### config.mk
export PLATFORM = sky130hd
export DESIGN_NAME = bram_stream_reader
export DESIGN_NICKNAME = d
export VERILOG_FILES = /design/src/rtl/bram_rd_pkg.sv /design/src/rtl/bram_rd_skid.sv /design/src/rtl/bram_stream_reader.sv
export SDC_FILE = /design/constraint.sdc
export NUM_CORES = 1
export LEC_CHECK = 0
export CAP_MARGIN = 20
export CORE_MARGIN = 3
export CORE_UTILIZATION = 45
export DETAILED_ROUTE_END_ITERATION = 10
export PLACE_DENSITY = 0.7
export SYNTH_ARGS = -nofsm -noshare
export SYNTH_HDL_FRONTEND = slang
export SYNTH_SLANG_ARGS = --single-unit
### constraint.sdc
create_clock -name clk -period 5.8 [get_ports clk]
set_clock_uncertainty 0.15 [all_clocks]
set_input_delay 0.87 -clock clk [delete_from_list [all_inputs] [get_ports clk]]
set_output_delay 0.87 -clock clk [all_outputs]
set_load 0.01 [all_outputs]
### src/rtl/bram_rd_pkg.sv
// Shared definitions for the BRAM stream reader: FSM encoding and a
// parameter sanity helper.
package bram_rd_pkg;

    typedef enum logic [1:0] {
        S_IDLE  = 2'd0,
        S_RUN   = 2'd1,
        S_DRAIN = 2'd2,
        S_DONE  = 2'd3
    } state_t;

    function automatic int clog2_f(input int n);
        int r;
        r = 0;
        while ((1 << r) < n) r++;
        return r;
    endfunction

endpackage

### src/rtl/bram_rd_skid.sv
// Two-entry {data,last} FIFO that absorbs words already in flight from the
// BRAM when the downstream consumer stalls.
module bram_rd_skid #(
    parameter int WIDTH = 32
) (
    input  logic             clk,
    input  logic             rst,
    input  logic             push,
    input  logic [WIDTH-1:0] push_data,
    input  logic             push_last,
    input  logic             pop,
    output logic [1:0]       occ,
    output logic [WIDTH-1:0] head_data,
    output logic             head_last
);

    logic [WIDTH-1:0] mem_data [2];
    logic             mem_last [2];
    logic             wr_ptr;
    logic             rd_ptr;

    // Callers never push when full nor pop when empty.
    always_ff @(posedge clk or negedge rst) begin
        if (!rst) begin
            for (int i = 0; i < 2; i++) begin
                mem_data[i] <= '0;
                mem_last[i] <= 1'b0;
            end
            wr_ptr <= 1'b0;
            rd_ptr <= 1'b0;
            occ    <= 2'd0;
        end else begin
            if (push) begin
                mem_data[wr_ptr] <= push_data;
                mem_last[wr_ptr] <= push_last;
                wr_ptr           <= ~wr_ptr;
            end
            if (pop) begin
                rd_ptr <= ~rd_ptr;
            end
            case ({push, pop})
                2'b10:   occ <= occ + 2'd1;
                2'b01:   occ <= occ - 2'd1;
                default: occ <= occ;
            endcase
        end
    end

    assign head_data = mem_data[rd_ptr];
    assign head_last = mem_last[rd_ptr];

endmodule

### src/rtl/bram_stream_reader.sv
// Read-side master for the simple dual-port bram: issues read bursts and
// turns the 1-cycle-latency read data into a backpressured stream.
module bram_stream_reader
    import bram_rd_pkg::*;
#(
    parameter int WIDTH  = 32,
    parameter int LENGHT = 8,
    parameter int ADDR_W = 3
) (
    input  logic              clk,
    input  logic              rst,
    input  logic              start,
    input  logic [ADDR_W-1:0] base_add,
    input  logic [ADDR_W:0]   count,
    output logic              busy,
    output logic              done,
    output logic              rd_en,
    output logic [ADDR_W-1:0] rd_add,
    input  logic [WIDTH-1:0]  rd_data,
    output logic              m_valid,
    input  logic              m_ready,
    output logic [WIDTH-1:0]  m_data,
    output logic              m_last,
    output state_t            dbg_state
);

    if (ADDR_W != clog2_f(LENGHT)) begin : g_bad_addr_w
        $error("bram_stream_reader: ADDR_W must equal log2(LENGHT)");
    end

    localparam logic [ADDR_W:0]   CNT_ONE  = (ADDR_W+1)'(1);
    localparam logic [ADDR_W-1:0] ADDR_ONE = ADDR_W'(1);

    state_t            state;
    logic [ADDR_W-1:0] addr;
    logic [ADDR_W:0]   issue_left;
    logic [ADDR_W:0]   out_left;
    logic              inflight;
    logic              inflight_last;
    logic [1:0]        occ;
    logic              pop;
    logic [2:0]        fill_now;
    logic [2:0]        room_lim;

    // Stream handshake: a word transfers on every rising edge where
    // m_valid && m_ready; while m_valid is high and m_ready low the head
    // word (m_data, m_last) is held unchanged and m_valid never drops.
    assign pop = m_valid && m_ready;

    // Reads already buffered or in flight, minus the word leaving now,
    // must leave a free slot for the word a new read would return.
    assign fill_now = {1'b0, occ} + {2'b00, inflight};
    assign room_lim = 3'd2 + {2'b00, pop};
    assign rd_en    = (state == S_RUN) && (issue_left != '0) && (fill_now < room_lim);
    assign rd_add   = rd_en ? addr : '0;

    assign busy      = (state != S_IDLE);
    assign done      = (state == S_DONE);
    assign m_valid   = (occ != 2'd0);
    assign dbg_state = state;

    always_ff @(posedge clk or negedge rst) begin
        if (!rst) begin
            state         <= S_IDLE;
            addr          <= '0;
            issue_left    <= '0;
            out_left      <= '0;
            inflight      <= 1'b0;
            inflight_last <= 1'b0;
        end else begin
            inflight      <= rd_en;
            inflight_last <= rd_en && (issue_left == CNT_ONE);
            if (rd_en) begin
                addr       <= addr + ADDR_ONE;
                issue_left <= issue_left - CNT_ONE;
            end
            if (pop) begin
                out_left <= out_left - CNT_ONE;
            end
            case (state)
                S_IDLE: begin
                    if (start) begin
                        addr       <= base_add;
                        issue_left <= count;
                        out_left   <= count;
                        state      <= (count == '0) ? S_DONE : S_RUN;
                    end
                end
                S_RUN: begin
                    if (rd_en && issue_left == CNT_ONE) state <= S_DRAIN;
                end
                S_DRAIN: begin
                    if (pop && out_left == CNT_ONE) state <= S_DONE;
                end
                S_DONE: begin
                    state <= S_IDLE;
                end
                default: state <= S_IDLE;
            endcase
        end
    end

    bram_rd_skid #(.WIDTH(WIDTH)) u_skid (
        .clk       (clk),
        .rst       (rst),
        .push      (inflight),
        .push_data (rd_data),
        .push_last (inflight_last),
        .pop       (pop),
        .occ       (occ),
        .head_data (m_data),
        .head_last (m_last)
    );

endmodule

# Word-level counts from Yosys, hierarchy flattened
# Index checks and enable logic that the tools add are counted.
# classes
addsub	7
mul	0
n_div	0
n_lt_le_gt_ge	4
n_eq_ne	10
shifts	0
mux	28
n_bitwise	4
n_reduce_logical	13
# op_table
op	count
$mux W32	4
$bwmux W64	1
$demux W32 S1	1
$mux W4	6
$mux W3	4
$eq A4 B1 Y1 const B	2
$mux W2	4
$pmux W2 S4	1
$sub A4 B1 Y4 const B	2
$eq A2 B2 Y1 const B	3
$logic_and A1 B1 Y1	6
$reduce_bool A2 Y1	3
$eq A2 B1 Y1 const B	2
$ge A2 B2 Y1 const B	2
$logic_not A4 Y1	1
$mux W1	4
$ne A2 B2 Y1 const B	2
$not A1 Y2	2
$pmux W2 S2	1
$reduce_bool A4 Y1	1
$add A2 B1 Y3	1
$add A2 B1 Y3 const A	1
$add A3 B1 Y3 const B	1
$lt A3 B3 Y1	1
9 further kinds	10
# totals
reg_bits	85
latchBits	0
ram_bits	0
rom_bits	0
in_bits	43
output_inout_bits	42
wordCells	79
mem_count	0

# Longest topological paths before layout
# Gate-level depths: netlist of the first run.
# depth
ltp_word	8
ltp_mapped	8
ltp_nobuf	8

# Hierarchy
# A second synthesis of the first run with hierarchy kept.
# hier_totals
cells_unflattened	288
area_unflattened_um2	3981.3
# by_module_without_submodules
mod	instances	cells_each	area_per_inst_um2	seq_area_each_um2
bram_rd_skid	1	189	3035.4	1751.7
bram_stream_reader	1	99	945.9	375.4

# Worst setup path before layout of the first run
# Ideal clock, no wire load.
# synth_timing
kind	flip-flop to output port
start	reg u_skid.occ[0]
end	out rd_en
t_arrival_ns	1.559
required_ns	4.780
path_slack_ns	3.221
stages_incl_launch_ff	7
path_buffers	0
path_cell_list	dfrtp_1 > ha_1 > ha_1 > nand2b_1 > a21oi_1 > nand2_1 > inv_1
# synth_via
elab_chain_cells	5
word_cells_on_any_way	6
classes_between	add/sub: 2; order compare: 1; reduce/logical: 3
# synth_rtl
item	line	rtl
start, declared	bram_rd_skid.sv:12	output logic [1:0] occ,
start signal, assigned	bram_rd_skid.sv:42	2'b10: occ <= occ + 2'd1;
start signal, assigned	bram_rd_skid.sv:43	2'b01: occ <= occ - 2'd1;
$reduce_bool A2 Y1	bram_stream_reader.sv:59	assign m_valid = (occ != 2'd0);
$logic_and A1 B1 Y1	bram_stream_reader.sv:48	assign pop = m_valid && m_ready;
$add A2 B1 Y3	bram_stream_reader.sv:53	assign room_lim = 3'd2 + {2'b00, pop};
$lt A3 B3 Y1 (*)	bram_stream_reader.sv:54	assign rd_en = (state == S_RUN) && (issue_left != '0) && (fill_now < room_lim);
$logic_and A1 B1 Y1 (*)	bram_stream_reader.sv:54	
end, declared	bram_stream_reader.sv:17	output logic rd_en,
# Every way passes the cells marked *; elsewhere a longest branch is shown, timed or not.

# Worst setup path after layout of the first run
# Ends and elaborated chain as after synthesis.

==> impl_metrics.py, run 1 <==
metrics = {
    "global_route": {
        "grt_antenna_before_repair": 0,
        "grt_pass1_wl_um": 12900,
        "grt_pass1_vias": 2613,
        "grt_usage": 0.164,
        "grt_max_degree": 86,
        "gr-total-overflow": 0,
    },
    "yosys": {
        "synth_ff_type": "dfrtp_1",
        "synth_adder_area_share": 0.0413,
        "synth_mux_area_frac": 0.288,
        "yosysTopAreaCell": "dfrtp_1",
        "synth_nets": 345,
        "synth-compound-area-share": 0.0302,
        "synth_seq_cells": 85,
        "synth_xor_area_frac": 0.0289,
        "synthTopCellsByCount": "mux2_2 (99), dfrtp_1 (85), ha_1 (13), nor2_1 (13), a21oi_1 (11)",
        "ys_seq_area_frac": 0.541,
        "netlist_area_mm2": 0.00393,
        "synth_cells": 289,
        "async_flop_share": 1.00,
        "ys_warn_count": 0,
        "avgSynthCellArea_um2": 13.6,
        "synth_edf_count": 0,
        "yosys.area_share.simple": 0.0490,
        "ys_types": 30,
        "synth.top_cell.area_share": 0.541,
        "yosysMostFrequentCell": "mux2_2",
        "synth_top_family_by_area": "multiplexers",
        "ys_top_cells_by_area": "dfrtp_1 (54%), mux2_2 (28%), ha_1 (4.1%)",
    },
    "power_and_ir_drop": {
        "vdd_ir_drop_max_uv": 318,
        "cellPowerDensity_mw_per_mm2": 582,
        "power_mw": 2.97,
        "leakage_nw": 2.16,
    },
    "sta": {
        "tightest_slew_ns": 1.01,
        "fmax_mhz": 268,
        "finalCriticalPeriod_ns": 3.74,
        "finalSetupViolations": 0,
        "rsz0062_at_grt": "no",
        "slew_viol_final": 0,
        "slew_headroom": 0.326,
        "hold_viol_final": 0,
        "tns_ns": 0,
        "whs_ns": 0.285,
        "post-route-period-util": 0.644,
    },
    "clock_tree": {
        "clkTransAtPathRegs_ns": 0.09,
        "htreeDepth": 3,
        "clk_latency_ns": 0.34,
        "cts_buffers": 9,
        "cts_tree": "done",
        "root_buffer": "clkbuf_8",
        "cts_sinks": 85,
        "post-cts-setup-buffers": 0,
        "cts_max_path_buffers": 2,
        "post_cts_resized": 0,
        "hold_buffers": 0,
    },
    "routing": {
        "drc": 0,
        "ant_nets": 0,
        "wl_um": 7630,
        "drtIter0Drc": 65,
        "wl_per_cell_um": 15.7,
        "first_pass_iters": 4,
        "viasPerCell": 5.14,
        "vias": 2491,
    },
    "floorplanning": {
        "coreArea_mm2": 0.00834,
        "ios": 85,
        "core.rowCount": 33,
        "die_h_um": 99.5,
        "die_width_um": 99.5,
        "die_area_mm2": 0.00990,
        "start_util": 0.472,
    },
    "place": {
        "place_congestion": 0.782,
        "dpl.hpwl_um": 5210,
        "portBuffers": 84,
        "post_dp_cell_area_mm2": 0.00488,
    },
    "critical_path": {
        "critPathMaxStageDelay_ns": 0.58,
        "cpMostUsedCell": "ha_1",
        "worstPathMaxFanout": 7,
        "worstSetupStartpointType": "flip-flop",
        "worstSetupPathType": "reg -> out",
        "required_ns": 4.78,
        "slowest_stage": "clkdlybuf4s50_1",
        "cp.arrival_ns": 2.72,
        "end_kind": "output pin",
        "worstPathCellList": "ha_1 -> ha_1 -> nand2b_1 -> a21oi_1 -> nand2_1 -> inv_1 -> clkdlybuf4s50_1",
    },
    "layout": {
        "diodes": 0,
        "fillCellCount": 672,
        "area_growth_pct": 29.7,
        "drive_above_1_share": 0.329,
        "nNetsFinal": 432,
        "design_area_mm2": 0.00510,
        "fin_util": 0.612,
    },
    "run": {
        "drv_cap": 0,
    },
    "hold_path": {
        "hold_path_class": "in -> async",
    },
    "run_status": {
        "status": "finished clean",
    },
}
[layer usage]
metal,track usage,vias up,share of wire
li1,-,1183,-
met1,0.220,1236,0.46
met2,0.263,66,0.47
met3,0.0449,6,0.058
met4,0.0473,0,0.0067
met5,0,-,0
[power by group]
group	leakage [nW]	internal, mW	switching, mW
Clock	0.0980	0.202	0.216
Combinational	1.06	0.900	0.586
Sequential	1.01	0.891	0.175
[through the flow]
stage	cells	worst slack (ns)
2_1_floorplan	289	3.22
3_3_place_gp	469	2.15
3_5_place_dp	469	2.13
4_1_cts	484	2.02
5_1_grt	485	1.89
6_report	485	2.06
[registers in the layout (all words and copies together) (netlist names)]
name,count
addr,3
dbg_state,2
inflight,1
inflight_last,1
issue_left,4
out_left,4
u_skid.mem_data,64
u_skid.mem_last,2
u_skid.occ,2
u_skid.rd_ptr,1
u_skid.wr_ptr,1
[cell usage in the layout, fill, tap and decap left out, drive strengths merged, types with 2 or more instances in the layout]
cell type       n
mux2           99
nor2           13
buf             4
nor4            2
xor2            6
mux2i           2
nor3            2
clkdlybuf4s50  83
and3            4
nand3           5
nand2           7
ha             13
a21oi          12
inv            13
dfrtp          85
xnor2           7
clkbuf          9
o21ai           3
[logic make-up after synthesis]
kind of cell | Yosys count
AOI/OAI and AO/OA | 18
xor gates and xnor gates | 13
adders and majority gates | 13
buffers and inverters | 21
DFF | 85
muxes | 101
and+or+nand+nor | 38
[critical path: cells and delay by family, from the launching register on]
kind                       cells  cell delay [ns]
AOI/OAI and AO/OA              1             0.38
buffers and inverters          2             0.79
adders and majority gates      2             0.42
DFF                            1             0.45
and+or+nand+nor                2             0.34
[path summary, 6_finish.rpt]
check	startpoint	end	slack [ns]	depth (start not counted)
min in group clk	u_skid.mem_data[41]	u_skid.mem_data[41]	0.36	1
worst max-delay path	u_skid.occ[0]	rd_en	2.06	7
worst min-delay path	rst	u_skid.mem_data[29]	0.28	1
worst min register to register	u_skid.mem_data[41]	u_skid.mem_data[41]	0.36	1
max in group asynchronous	rst	u_skid.mem_data[8]	4.61	2
worst max register to register	u_skid.occ[0]	addr[0]	3.48	8
[cell type report]
type                            count  area [um^2]  share of cell area
Inverter                           10         37.5             0.00736
Clock inverter                      6         71.3              0.0140
Timing Repair Buffer               87          881               0.173
Clock buffer                        9          124              0.0243
Sequential cell                    85         2130               0.417
Multi-Input combinational cell    183         1730               0.339
Tap cell                          105          131              0.0257
Note: power is estimated with default switching activity, not from simulation.
==> run 2, diff against run 1 <==
Clock period 5.8 ns to 3.7 ns, I/O delays scaled along.
==> impl_metrics.py, run 2 (synthesis results as in run 1) <==
metrics = {
    "power_and_ir_drop": {
        "power_frac_seq": 0.357,
        "swShare": 0.324,
        "power.share.clock": 0.141,
        "leakage_nw": 2.18,
        "p_switching_mw": 1.52,
        "p_int_mw": 3.16,
        "combPwrFrac": 0.502,
        "cellPowerDensity_mw_per_mm2": 911,
        "vdd_ir_drop_max_uv": 416,
    },
    "clock_tree": {
        "cts_max_path_buffers": 2,
        "root_buffer": "clkbuf_8",
        "post-cts-setup-buffers": 0,
        "cts_tree": "done",
        "cts_sinks": 85,
        "htreeDepth": 3,
        "clk_latency_ns": 0.35,
        "clkTransAtPathRegs_ns": 0.08,
        "hold_buffers": 0,
        "cts_buffers": 9,
        "post_cts_resized": 0,
    },
    "critical_path": {
        "required_ns": 2.99,
        "cp.arrival_ns": 2.48,
        "worstSetupStartpointType": "flip-flop",
        "end_kind": "output pin",
        "worstSetupPathType": "reg -> out",
        "worstPathMaxFanout": 7,
    },
    "global_route": {
        "grt_max_degree": 86,
        "grt_antenna_before_repair": 0,
        "grt_pass1_vias": 2742,
        "grt_usage": 0.166,
        "grt_pass1_wl_um": 13200,
        "gr-total-overflow": 0,
    },
    "floorplanning": {
        "start_util": 0.472,
        "core.rowCount": 33,
        "die_area_mm2": 0.00990,
        "die_h_um": 99.5,
        "die_width_um": 99.5,
        "ios": 85,
        "coreArea_mm2": 0.00834,
    },
    "routing": {
        "first_pass_iters": 4,
        "vias": 2509,
        "drc": 0,
        "drtIter0Drc": 48,
        "wl_per_cell_um": 15.6,
        "viasPerCell": 5.15,
        "wl_um": 7580,
        "ant_nets": 0,
    },
    "layout": {
        "nNetsFinal": 434,
        "largestRegisters": "u_skid.mem_data: 64 flops, issue_left: 4 flops, out_left: 4 flops",
        "diodes": 0,
        "regMostFlops": "u_skid.mem_data",
        "regArea_mm2": 0.00213,
        "drive_above_1_share": 0.330,
        "largest_reg_flops": 64,
        "fin_util": 0.616,
        "multiInputGateArea_mm2": 0.00173,
        "area_growth_pct": 30.5,
        "layout_common_cells": "mux2_2 (99), dfrtp_1 (85), clkdlybuf4s50_1 (83)",
        "mostFrequentLayoutCell": "mux2_2",
        "fillCellCount": 677,
    },
    "place": {
        "place_congestion": 0.746,
        "post-place-ws_ns": 0.673,
        "portBuffers": 84,
        "dpl.hpwl_um": 5190,
    },
    "sta": {
        "setup_ws_ns": 0.515,
        "post-route-period-util": 0.861,
        "tightest_slew_ns": 1.01,
        "rsz0062_at_grt": "no",
        "finalCriticalPeriod_ns": 3.18,
        "slew_viol_final": 0,
        "whs_ns": 0.354,
        "slew_headroom": 0.323,
        "fmax_mhz": 314,
        "finalSetupViolations": 0,
        "hold_viol_final": 0,
        "tns_ns": 0,
    },
    "run": {
        "drv_cap": 0,
    },
    "run_status": {
        "status": "finished clean",
    },
    "hold_path": {
        "hold_path_class": "reg -> reg",
    },
}
## run 2: changes by cell type in the layout (fill, tap and decap cells not counted), sizes merged
cell	before	now
buf	4	5
clkbuf	9	10
clkinv	1	2
dlygate4sd3	0	1
inv	13	11
## run 2: worst max-delay path: stages, from the launching register on
cell	delay [ns]
dfrtp_1	0.45
ha_1	0.21
ha_1	0.21
nand2b_1	0.15
a21oi_1	0.11
buf_4	0.15
nand2_1	0.10
inv_1	0.18
clkdlybuf4s50_1	0.57
## run 2: cell type report
type                       count  share of cell area
tap                          105              0.0256
multi-input combinational    183               0.337
inverter                      10             0.00731
timing repair buffer          89               0.177
clock inverter                 5              0.0117
clock buffer                  10              0.0268
sequential                    85               0.414
## run 2: worst paths after layout
path	from	end	slack, ns	cells after the start
max in group asynchronous	rst	u_skid.mem_data[6]	2.26	3
hold / removal	u_skid.mem_data[16]	u_skid.mem_data[16]	0.35	1
hold reg to reg	u_skid.mem_data[16]	u_skid.mem_data[16]	0.35	1
setup / recovery	u_skid.occ[0]	rd_en	0.52	8
min in group asynchronous	rst	u_skid.mem_data[29]	0.53	2
setup reg to reg	u_skid.occ[0]	issue_left[0]	1.63	9
## run 2: metrics by stage
step	cell area (um^2)	cells	power (mW)
floorplan	3930	289	3.07
global placement	4900	470	4.01
detailed placement	4900	470	4.07
CTS	5100	485	4.74
global route	5130	487	5.04
finish	5130	487	4.68
## run 2: per-layer routing
| metal | share of wire | vias to the layer above | track usage |
|---|---|---|---|
| li1 | - | 1204 | - |
| met1 | 0.46 | 1237 | 0.215 |
| met2 | 0.48 | 63 | 0.274 |
| met3 | 0.054 | 5 | 0.0519 |
| met4 | 0.0071 | 0 | 0.0410 |
| met5 | 0 | - | 0 |
## run 2: power by group through the flow
stage / Sequential [mW] / Clock (mW) / Combinational (mW)
2_1_floorplan: 1.60 / 0 / 1.47
3_3_place_gp: 1.67 / 0 / 2.34
3_5_place_dp: 1.70 / 0 / 2.37
4_1_cts: 1.67 / 0.680 / 2.39
5_1_grt: 1.74 / 0.713 / 2.58
6_report: 1.67 / 0.659 / 2.35
